$ cat config.mk
export PLATFORM = sky130hd
export DESIGN_NAME = bin8_to_7seg_display_flat
export DESIGN_NICKNAME = d
export VERILOG_FILES = /design/src/rtl/bin8_to_7seg_display_if.sv /design/src/rtl/bin8_to_7seg_display.sv /design/src/flat_wrapper.sv
export SDC_FILE = /design/constraint.sdc
export NUM_CORES = 1
export LEC_CHECK = 0
export ABC_AREA = 1
export BUFFER_PORTS_ARGS = -buffer_cell sky130_fd_sc_hd__buf_2
export CORE_MARGIN = 8
export CORE_UTILIZATION = 60
export DETAILED_ROUTE_END_ITERATION = 10
export GPL_TIMING_DRIVEN = 0
export PLACE_DENSITY = 0.88
export SYNTH_ARGS = -nofsm -noshare
export SYNTH_HDL_FRONTEND = slang
export SYNTH_SLANG_ARGS = --single-unit
$ cat constraint.sdc
create_clock -name i_clock -period 1.02 [get_ports i_clock]
set_input_delay 0.153 -clock i_clock [delete_from_list [all_inputs] [get_ports i_clock]]
set_output_delay 0.153 -clock i_clock [all_outputs]
set_load 0.01 [all_outputs]
$ cat src/rtl/bin8_to_7seg_display_if.sv
// Display bus: binary value in, BCD digits and 7-segment patterns out.
interface bin8_to_7seg_display_if;
    logic [7:0]  i_dec;
    logic [11:0] o_bcd;
    logic [6:0]  o_seg0;
    logic [6:0]  o_seg1;
    logic [6:0]  o_seg2;
    logic        o_valid;

    // Producer of the value to display (parameter-control block / testbench)
    modport master (
        output i_dec,
        input  o_bcd, o_seg0, o_seg1, o_seg2, o_valid
    );

    // The converter itself
    modport slave (
        input  i_dec,
        output o_bcd, o_seg0, o_seg1, o_seg2, o_valid
    );
endinterface

$ cat src/rtl/bin8_to_7seg_display.sv
// 8-bit binary to three BCD digits with registered 7-segment patterns.
// Conversion is combinational double-dabble; all outputs are registered (latency 1).
module bin8_to_7seg_display #(
    parameter bit SEG_ACTIVE_LOW = 1'b1,
    parameter bit BLANK_LEADING  = 1'b0
) (
    input  logic                         i_clock,
    input  logic                         i_reset,
    bin8_to_7seg_display_if.slave        disp
);

    localparam int unsigned BIN_W = 8;
    localparam int unsigned BCD_W = 12;
    localparam int unsigned SEG_W = 7;
    localparam int unsigned SCR_W = BCD_W + BIN_W;

    localparam logic [SEG_W-1:0] SEG_OFF = SEG_ACTIVE_LOW ? 7'h7F : 7'h00;

    // Shift-and-add-3 over all 8 input bits; exact for 0..255
    function automatic logic [BCD_W-1:0] bin_to_bcd(input logic [BIN_W-1:0] bin);
        logic [SCR_W-1:0] scratch;
        scratch = {BCD_W'(0), bin};
        for (int i = 0; i < int'(BIN_W); i++) begin
            if (scratch[11:8]  >= 4'd5) scratch[11:8]  = scratch[11:8]  + 4'd3;
            if (scratch[15:12] >= 4'd5) scratch[15:12] = scratch[15:12] + 4'd3;
            if (scratch[19:16] >= 4'd5) scratch[19:16] = scratch[19:16] + 4'd3;
            scratch = scratch << 1;
        end
        return scratch[SCR_W-1:BIN_W];
    endfunction

    // Full hex table, active-low {g..a}; inverted when segments are active-high
    function automatic logic [SEG_W-1:0] hex_to_seg(input logic [3:0] nib);
        logic [SEG_W-1:0] code;
        unique case (nib)
            4'h0: code = 7'h40;
            4'h1: code = 7'h79;
            4'h2: code = 7'h24;
            4'h3: code = 7'h30;
            4'h4: code = 7'h19;
            4'h5: code = 7'h12;
            4'h6: code = 7'h02;
            4'h7: code = 7'h78;
            4'h8: code = 7'h00;
            4'h9: code = 7'h10;
            4'hA: code = 7'h08;
            4'hB: code = 7'h03;
            4'hC: code = 7'h46;
            4'hD: code = 7'h21;
            4'hE: code = 7'h06;
            default: code = 7'h0E;
        endcase
        return SEG_ACTIVE_LOW ? code : ~code;
    endfunction

    logic [BCD_W-1:0] bcd_c;
    logic [BCD_W-1:0] bcd_d,  bcd_q;
    logic [SEG_W-1:0] seg0_d, seg0_q;
    logic [SEG_W-1:0] seg1_d, seg1_q;
    logic [SEG_W-1:0] seg2_d, seg2_q;
    logic             valid_q;

    // Next-state: convert current input, decode digits, apply leading-zero blanking
    always_comb begin
        bcd_c  = bin_to_bcd(disp.i_dec);
        bcd_d  = bcd_c;
        seg0_d = hex_to_seg(bcd_c[3:0]);
        seg1_d = hex_to_seg(bcd_c[7:4]);
        seg2_d = hex_to_seg(bcd_c[11:8]);
        if (BLANK_LEADING) begin
            if (bcd_c[11:8] == 4'd0) begin
                seg2_d = SEG_OFF;
                if (bcd_c[7:4] == 4'd0) seg1_d = SEG_OFF;
            end
        end
    end

    // Output registers; reset forces all segments off and drops valid
    always_ff @(posedge i_clock or negedge i_reset) begin
        if (!i_reset) begin
            bcd_q   <= '0;
            seg0_q  <= SEG_OFF;
            seg1_q  <= SEG_OFF;
            seg2_q  <= SEG_OFF;
            valid_q <= 1'b0;
        end else begin
            bcd_q   <= bcd_d;
            seg0_q  <= seg0_d;
            seg1_q  <= seg1_d;
            seg2_q  <= seg2_d;
            valid_q <= 1'b1;
        end
    end

    assign disp.o_bcd   = bcd_q;
    assign disp.o_seg0  = seg0_q;
    assign disp.o_seg1  = seg1_q;
    assign disp.o_seg2  = seg2_q;
    assign disp.o_valid = valid_q;

endmodule

$ cat src/flat_wrapper.sv
// flat-port wrapper written by rule: the top's interface ports become plain ports
module bin8_to_7seg_display_flat 
#(
    parameter bit SEG_ACTIVE_LOW = 1'b1,
    parameter bit BLANK_LEADING  = 1'b0
)
  (i_clock, i_reset, disp_i_dec, disp_o_bcd, disp_o_seg0, disp_o_seg1, disp_o_seg2, disp_o_valid);
  bin8_to_7seg_display_if disp_i ();
  input  logic i_clock;
  input  logic i_reset;
  input wire logic [$bits(disp_i.i_dec)-1:0] disp_i_dec;
  output wire logic [$bits(disp_i.o_bcd)-1:0] disp_o_bcd;
  output wire logic [$bits(disp_i.o_seg0)-1:0] disp_o_seg0;
  output wire logic [$bits(disp_i.o_seg1)-1:0] disp_o_seg1;
  output wire logic [$bits(disp_i.o_seg2)-1:0] disp_o_seg2;
  output wire logic [$bits(disp_i.o_valid)-1:0] disp_o_valid;
  assign disp_i.i_dec = disp_i_dec;
  assign disp_o_bcd = disp_i.o_bcd;
  assign disp_o_seg0 = disp_i.o_seg0;
  assign disp_o_seg1 = disp_i.o_seg1;
  assign disp_o_seg2 = disp_i.o_seg2;
  assign disp_o_valid = disp_i.o_valid;
  bin8_to_7seg_display #(.SEG_ACTIVE_LOW(SEG_ACTIVE_LOW), .BLANK_LEADING(BLANK_LEADING)) u_core (.i_clock(i_clock), .i_reset(i_reset), .disp(disp_i));
endmodule
==> summary.txt, run 1 <==
Outcome
  – Halt Stage: global routing (5_1_grt)
  – Status: stopped before the end
  – Err: [ERROR DPL-0038] Utilization greater than 100%, impossible to legalize

Placed design
  – RePlAce Congestion: approximately 0.85
  – Port bufs: 41
  – Dpl cells: 380
  – DP HPWL: 3.74 mm

Synth
  – Register area share after synthesis: 35.5%
  – Number of distinct library cells after synthesis: 28
  – Syn Area/Cell: 7.80 um^2
  – Synthesized cell area: 2250 um^2
  – #FFs+latches synth: 31
  – Cell count after synthesis: roughly 290
  – Synth Warn #: 0

CTS
  – Deepest clock path buffer count: 2
  – CTS sink count: 31
  – H-tree depth: 2
  – Root Driver: clkbuf_8
  – Inserted Clock Buffers: 5

Timing
  – GR repair worst EP: u_core.disp.o_seg1[3]$_DFF_PN1_/D
  – Worst ep type: register input

Die
  – IO Pins: 44
  – Initial Util: 62.0%
  – Die Wd: 77.3 um
  – Die height: about 77 um
  – Row count: 22

GRT
  – Largest net degree at the start of global routing: 32
## kinds of logic after synthesis
| group | Yosys count | share of synthesized area, % |
|---|---|---|
| flops | 31 | 35.5 |
| simple gates | 177 | 40.8 |
| fa+ha+maj | 18 | 9.99 |
| compound gates | 15 | 5.22 |
| other cells | 2 | 0.333 |
| buf+inv | 46 | 8.16 |
## cell usage after synthesis, drive strengths merged
library cell	count	area, um^2
o21ai	10	68.8
nand4	5	46.3
o22ai	1	12.5
a21oi	2	21.3
o211ai	1	7.51
nand2	112	543
nor2	11	43.8
nand3b	1	7.51
dfstp	20	526
o21bai	1	7.51
nand3	46	265
inv	43	161
conb	2	7.51
and2	1	6.26
dfrtp	11	275
or2	1	6.26
buf	3	22.5
ha	18	225
## per-stage QoR
step           setup slack [ps]  TNS, ps  area (um^2)  utilization [%]  hold WS, ps
2_1_floorplan             -2700   -62280         2490                -         -143
3_3_place_gp              -3210   -75650         2760             75.9          191
3_5_place_dp              -3300   -78490         2760             75.9          211
4_1_cts                   -2480   -60590         3420             94.1         67.6
## timing repair
item / CTS
endpoints found under the hold margin: 11
hold buffers: 1
resized for setup: 67
setup endpoints to repair: 49
pin swaps: 31
buffers inserted: 32
==> inputs of run 2 (changes only) <==
--- a/config.mk
+++ b/config.mk
@@ -8,10 +8,10 @@
 export ABC_AREA = 1
 export BUFFER_PORTS_ARGS = -buffer_cell sky130_fd_sc_hd__buf_2
 export CORE_MARGIN = 8
-export CORE_UTILIZATION = 60
+export CORE_UTILIZATION = 40
 export DETAILED_ROUTE_END_ITERATION = 10
 export GPL_TIMING_DRIVEN = 0
-export PLACE_DENSITY = 0.88
+export PLACE_DENSITY_LB_ADDON = 0.15
 export SYNTH_ARGS = -nofsm -noshare
 export SYNTH_HDL_FRONTEND = slang
 export SYNTH_SLANG_ARGS = --single-unit
==> run 2 against run 1 <==
The flow now finishes, with violations (setup timing). Synthesized cell count unchanged. Area after synthesis unchanged.
==> summary.txt, run 2 <==
Placed design
  – DP Area: 2790 um^2 (+1.1%)
  – DP Worst Slack: -3330 ps (-27.5 ps)
  – Dpl cells: 404 (+6.3%)
  – RePlAce Congestion: 0.841 (-0.53%)
  – Port bufs: 41 (unchanged)
  – DP HPWL: 3.73 mm (about the same)

Setup path
  – CP max-delay cell: ha_4
  – Worst Path Required: 1250 ps
  – Worst setup path category: primary input to flop
  – Crit path DAT: 3750 ps
  – Crit. End Element: flop
  – Startpoint Class: primary input
  – Crit path max fanout: 5
  – Cell mode on critical path: nand2_4
  – Max stage delay on crit path: 210 ps

Finish
  – Layout cells sized above 1: between 50% and 60%
  – Sequential cell area: 801 um^2
  – Commonest cells after routing, fill and taps aside: nand2_1, buf_4, nand3_1, buf_6, nand2_4
  – Final core area utilization: 69.1%
  – # diodes: 0
  – Final Cell Area: between 3000 and 4000 um^2
  – Most common cell after layout, fill and taps aside: nand2_1
  – Footprint of the multi-input gates: 1790 um^2
  – Area growth from synthesis to layout: 67.8%
  – Final net count: ~420
  – Max FFs per register: 10
  – Final non-filler cell total: around 460
  – Fillers: 417

Synth
  – #FFs+latches synth: 31 (unchanged)
  – Top cells by count, synth: nand2_1, nand3_1, inv_1
  – Synthesized cell area: 2250 um^2 (unchanged)
  – Synth Warn #: 0 (unchanged)
  – Cell count after synthesis: 289 (unchanged)
  – Number of distinct library cells after synthesis: 28 (unchanged)
  – Count of flip-flops with a built-in enable after synthesis: 0 (unchanged)
  – Yosys top cell by area: dfstp_2
  – Top-count cell post-synth: nand2_1
  – Syn Area/Cell: 7.80 um^2 (unchanged)
  – Asr flop ratio synth: 100% (unchanged)
  – Register area share after synthesis: 35.5% (unchanged)
  – Top_reg_cell synth: dfstp_2
  – Ranking of synthesized cells by area: dfstp_2, nand2_1, dfrtp_1
  – Yosys top cell area share: 23.3% (unchanged)

Flow run
  – Max cap viols: 0

Power and ir drop
  – Pleak: about 1.9 nW
  – Tot Pwr: between 9 and 10 mW
  – Worst VDD drop: ~0.0011 V
  – Power Density: 2460 nW/um^2

Die
  – Core Area: 5470 um^2
  – DIE AREA: slightly above 8000 um^2
  – Die Wd: 91.1 um (+18%)
  – IO Pins: 44 (unchanged)
  – Initial Util: 41.2% (-21 points)
  – Die height: 91.1 um (+18%)
  – Row count: 27 (+23%)

Timing
  – Unrepaired setup endpoints after global routing: true
  – Final period util: 345%
  – Final Critical Period: around 3500 ps
  – F_max: ~280 MHz
  – Pins Over Slew Limit: 0
  – Endpoints failing hold: 0
  – Setup TNS: -61910 ps
  – WHS: 59.7 ps
  – Final setup vio count: 49
  – Final Worst Setup Slack: -2500 ps

GRT
  – Number of global-route vias before repair: 2133
  – Largest net degree at the start of global routing: 32
  – First-pass GRT wire length: 9.38 mm
  – Total GRT Usage: 13.5%
  – Initial antenna violation count: 0
  – Total gr overflow: 0

Drt
  – Met2 routed WL: 3.04 mm
  – Per-cell routed wire length: roughly 12 um
  – Vias: 2196
  – Met1 wire length: 2.25 mm
  – Pre-antenna DRT Iters: 4
  – DRC Markers: 0
  – Detail Route Antenna Nets: 0
  – Total Wirelength: 5.68 mm
  – Iter 0 DRT Violations: 58
  – Drt via density: 4.73
  – Max Used Layer: met4
  – WL met3: 222 um

CTS
  – Clock Pin Slew Worst Setup and Hold Paths: 70 ps
  – TritonCTS clock tree: built
  – Inserted Clock Buffers: 5 (unchanged)
  – Deepest clock path buffer count: 2 (unchanged)
  – Root Driver: clkbuf_8
  – H-tree depth: 2 (unchanged)
  – CTS sink count: 31 (unchanged)

Min path
  – Min-Delay Path Class: primary input to flop

Outcome
  – Status: complete, but fails checks
  – Failing checks: setup timing
run 2: cell counts after synthesis:
No cell type changed its count.
run 2: cell type report:
class / count / area share, %
Multi-Input combinational cell: 214 / 47.3
Clock buffer: 7 / 2.02
Sequential cell: 31 / 21.2
Clock inverter: 1 / 0.132
Buffer: 3 / 0.695
Timing Repair Buffer: 93 / 20.8
Tap cell: 72 / 2.38
Inverter: 43 / 5.49
run 2: report_power, final:
group	switching, mW	internal, mW
clock network	0.446	0.478
registers	0.163	1.90
logic	3.45	2.85
total	4.06	5.22
run 2: what timing repair did:
action | 4_1_cts | 5_1_grt
resized for setup | 72 | 38
endpoints found under the setup margin | 49 | 60
endpoints found under the hold margin | 11 | 0
hold buffers | 1 | 0
setup buffers | 38 | 13
pin swaps | 32 | 19
run 2: per-layer routing:
layer,vias to the layer above,GRT usage (%)
met4,0,9.00
met3,16,3.05
met5,-,0
met1,1025,14.1
met2,48,23.8
li1,1107,-
run 2: kinds of logic after synthesis:
family,after synthesis,share of synthesized area (%)
AO/OA/AOI/OAI,15,5.22
buffers and inverters,46,8.16
flip-flops,31,35.5
other,2,0.333
adder cells (fa/ha/maj),18,9.99
AND/OR/NAND/NOR,177,40.8
run 2: worst paths after layout:
kind / to / slack (ps) / cells past startpoint / startpoint
setup / recovery: u_core.disp.o_seg1[3] / -2500 / 39 / disp_i_dec[6]
hold / removal: u_core.disp.o_bcd[0] / 60 / 1 / disp_i_dec[0]
max in group asynchronous: u_core.disp.o_seg1[5] / 330 / 2 / i_reset
min in group asynchronous: u_core.disp.o_bcd[3] / 360 / 2 / i_reset
run 2: worst max-delay path, delay by kind of cell:
| family | cells | cell delay [ps] |
|---|---|---|
| and+or+nand+nor | 22 | 1830 |
| adders and majority gates | 7 | 1110 |
| buffers and inverters | 10 | 680 |
(Power assumes the default switching activity.)
==> inputs of run 3 (changes only) <==
--- a/config.mk
+++ b/config.mk
@@ -5,7 +5,6 @@
 export SDC_FILE = /design/constraint.sdc
 export NUM_CORES = 1
 export LEC_CHECK = 0
-export ABC_AREA = 1
 export BUFFER_PORTS_ARGS = -buffer_cell sky130_fd_sc_hd__buf_2
 export CORE_MARGIN = 8
 export CORE_UTILIZATION = 40
==> run 3 against run 2 <==
Global-route usage up 2.9 points. Combinational power up 41%. Synthesized cell count down 2.1%. Highest routed layer unchanged. Sequential cell count unchanged. Worst setup slack worse by 1600 ps. Via count up 27%. The flow still finishes with violations (setup timing). Utilization up 1.0 points. Non-clock buffer count up 32. Clock power up 34%. Die area up 17%. First-iteration DRC count rose to 2.7 times the previous value. Critical endpoint is now u_core.disp.o_seg1[5]. Critical path depth down 8.
==> summary.txt, run 3 <==
Die
  – Die Wd: 98.5 um (+8.1%)
  – Core Area: 6680 um^2 (+22%)
  – IO Pins: 44 (unchanged)
  – DIE AREA: 9700 um^2 (+17%)
  – Initial Util: 40.7% (-0.46 points)
  – Row count: 30 (+11%)
  – Die height: 98.5 um (+8.1%)

CTS
  – H-tree depth: 2 (unchanged)
  – CTS sink count: 31 (unchanged)
  – Root Driver: clkbuf_8
  – Clock Pin Slew Worst Setup and Hold Paths: 60 ps (about the same)
  – TritonCTS clock tree: built
  – Inserted Clock Buffers: 5 (unchanged)
  – Deepest clock path buffer count: 2 (unchanged)

Setup path
  – Crit path max fanout: 5 (unchanged)
  – Crit. End Element: flop
  – CP max-delay cell: or4_4
  – Max stage delay on crit path: 490 ps (+280 ps)
  – Crit path DAT: 5340 ps (+1590 ps)
  – Cell mode on critical path: ha_4
  – Worst setup path category: primary input to flop
  – Startpoint Class: primary input
  – Worst Path Required: 1230 ps (-20 ps)

Synth
  – Top_reg_cell synth: dfstp_2
  – Top cells by count, synth: dfstp_2, inv_1, ha_1, nor2_1
  – Cell count after synthesis: 283 (-2.1%)
  – Asr flop ratio synth: 100% (unchanged)
  – Syn Area/Cell: 9.61 um^2 (+23%)
  – Synthesized cell area: 2720 um^2 (+21%)
  – Ranking of synthesized cells by area: dfstp_2, dfrtp_1, ha_1
  – Number of distinct library cells after synthesis: 85 (+200%)
  – Yosys top cell area share: 19.3% (-4.0 points)
  – Yosys top cell by area: dfstp_2
  – Synth Warn #: 0 (unchanged)
  – Count of flip-flops with a built-in enable after synthesis: 0 (unchanged)
  – Register area share after synthesis: 29.4% (-6.1 points)
  – #FFs+latches synth: 31 (unchanged)

Timing
  – Final period util: 503% (+160 points)
  – Worst Max-Slew Pin Slew: roughly 630 ps
  – F_max: 195 MHz (-31%)
  – Final setup vio count: 49 (unchanged)
  – Setup TNS: -102180 ps (-40260 ps)
  – Endpoints failing hold: 0 (unchanged)
  – Final Critical Period: 5130 ps (+1610 ps)
  – WHS: 95.1 ps (+35.4 ps)
  – Rel. slew slack: 57.9%
  – Final Worst Setup Slack: -4110 ps (-1610 ps)
  – Unrepaired setup endpoints after global routing: true
  – Pins Over Slew Limit: 0 (unchanged)

Outcome
  – Status: complete, but fails checks
  – Failing checks: setup timing

Drt
  – Total Wirelength: 8.38 mm (+48%)
  – Pre-antenna DRT Iters: 4 (unchanged)
  – DRC Markers: 0 (unchanged)
  – Per-cell routed wire length: 17.2 um (+40%)
  – Detail Route Antenna Nets: 0 (unchanged)
  – Drt via density: 5.70 (+21%)
  – Vias: 2784 (+27%)
  – Iter 0 DRT Violations: 159 (+170%)

Power and ir drop
  – Int Pwr: 7.40 mW (+42%)
  – Power Density: 2610 nW/um^2 (+6.4%)
  – Tot Pwr: 12.2 mW (+32%)
  – Sw frac: 39.6% (-4.1 points)
  – Reg power frac: 17.5% (-4.7 points)
  – Clock share of power: 10.1% (+0.2 points)
  – Pleak: 1.97 nW (+4.1%)
  – NetSw: 4.85 mW (+19%)
  – Share of power burned in combinational logic: 72.3% (+4.4 points)
  – Worst VDD drop: 0.00126 V (+20%)

Placed design
  – Port bufs: 39 (-4.9%)
  – RePlAce Congestion: 0.811 (-3.6%)
  – DP HPWL: 4.87 mm (+30%)

Min path
  – Min-delay src: disp_i_dec[0]
  – Min-Delay Path Class: primary input to flop
  – Hold endpoint: u_core.disp.o_bcd[0]
  – Hold path cells: 1 (unchanged)

GRT
  – Number of global-route vias before repair: 2725 (+28%)
  – First-pass GRT wire length: 13.2 mm (+41%)
  – Total GRT Usage: 16.4% (+2.9 points)
  – Largest net degree at the start of global routing: 32 (unchanged)
  – Initial antenna violation count: 0 (unchanged)
  – Total gr overflow: 0 (unchanged)

Finish
  – Final net count: 435 (+3.8%)
  – Commonest cells after routing, fill and taps aside: buf_6, buf_4, dfstp_2
  – Max FFs per register: 10 (unchanged)
  – Fillers: 464 (+11%)
  – # diodes: 0 (unchanged)
  – Area growth from synthesis to layout: 72.3%
  – Layout cells sized above 1: 66.4% (+7.0 points)
  – Most common cell after layout, fill and taps aside: buf_6
  – Final core area utilization: 70.1% (+1.0 points)

Flow run
  – Max cap viols: 0 (unchanged)
[run 3: cell count changes in the layout (fill, tap and decap cells not counted), moves of 12 or more]
| cell | before | now |
|---|---|---|
| buf_6 | 29 | 52 |
| nand2_1 | 61 | 12 |
| nand2_4 | 27 | 1 |
| nand2_2 | 21 | 2 |
| nand3_1 | 29 | 6 |
| inv_1 | 23 | 11 |
[run 3: timing repair]
item                       4_1_cts  5_1_grt
buffers inserted                61       25
hold buffers                     1        0
cloned                           0        1
gates resized for setup        113       44
pin swaps                       40       35
setup endpoints to repair       49       49
hold endpoints to repair        11        0
[run 3: how the worst max path moves through the flow]
stage | slack [ps] | cells after the start | startpoint | endpoint
floorplan | -4370 | 36 | disp_i_dec[5] | u_core.disp.o_seg1[5]
global placement | -5150 | 32 | disp_i_dec[5] | u_core.disp.o_seg1[6]
detailed placement | -5210 | 32 | disp_i_dec[5] | u_core.disp.o_seg1[6]
CTS | -4080 | 36 | disp_i_dec[6] | u_core.disp.o_seg1[5]
global route | -4310 | 31 | disp_i_dec[6] | u_core.disp.o_seg1[5]
finish | -4110 | 31 | disp_i_dec[6] | u_core.disp.o_seg1[5]
[run 3: worst max-delay path, delay by kind of cell]
family	cells	cell delay, ps
adders and majority gates	6	1050
AOI/OAI and AO/OA	10	1880
buffers and inverters	6	460
muxes	1	250
and+or+nand+nor	6	1220
xor gates and xnor gates	2	320
[run 3: kinds of logic (layout without fill, tap and decap cells)]
group | Yosys count | count (layout) | synth area share [%]
AO/OA/AOI/OAI | 89 | 89 | 29.0
AND/OR/NAND/NOR | 85 | 85 | 16.7
buffers and inverters | 39 | 162 | 6.85
flip-flops | 31 | 31 | 29.4
adder cells (fa/ha/maj) | 18 | 18 | 8.28
multiplexers | 14 | 14 | 6.72
XOR/XNOR | 5 | 5 | 2.81
other | 2 | 4 | 0.276
[run 3: per-stage QoR]
| step | setup WS [ps] | area, um^2 | instances |
|---|---|---|---|
| after global routing | -4310 | 4690 | 488 |
| after global placement | -5150 | 3250 | 404 |
| after detailed placement | -5210 | 3250 | 404 |
| after CTS | -4080 | 4370 | 471 |
| final | -4110 | 4690 | 488 |
| after floorplan | -4370 | 2950 | 285 |
[run 3: final cells by class]
| class | count | area [um^2] | share of cell area [%] |
|---|---|---|---|
| inverters | 26 | 151 | 3.23 |
| multi-input cells | 215 | 2350 | 50.1 |
| clock inverters | 2 | 35.0 | 0.748 |
| repair buffers | 119 | 1090 | 23.3 |
| well taps | 80 | 100 | 2.14 |
| clock buffers | 6 | 82.6 | 1.76 |
| flip-flops and latches | 31 | 801 | 17.1 |
| plain buffers | 9 | 76.3 | 1.63 |
[run 3: power groups by stage]
| stage | Combinational (mW) | Clock [mW] | Sequential, mW |
|---|---|---|---|
| final | 8.86 | 1.24 | 2.15 |
| after global routing | 9.44 | 1.31 | 2.20 |
| after CTS | 7.55 | 1.25 | 2.16 |
| after detailed placement | 5.11 | 0 | 2.08 |
| after global placement | 5.07 | 0 | 2.08 |
| after floorplan | 3.60 | 0 | 2.35 |
[run 3: metal layers]
layer	global-route usage, %	wire length, um
met4	3.90	72
met3	3.52	362
met1	19.7	3540
met5	0	0
met2	28.9	4410
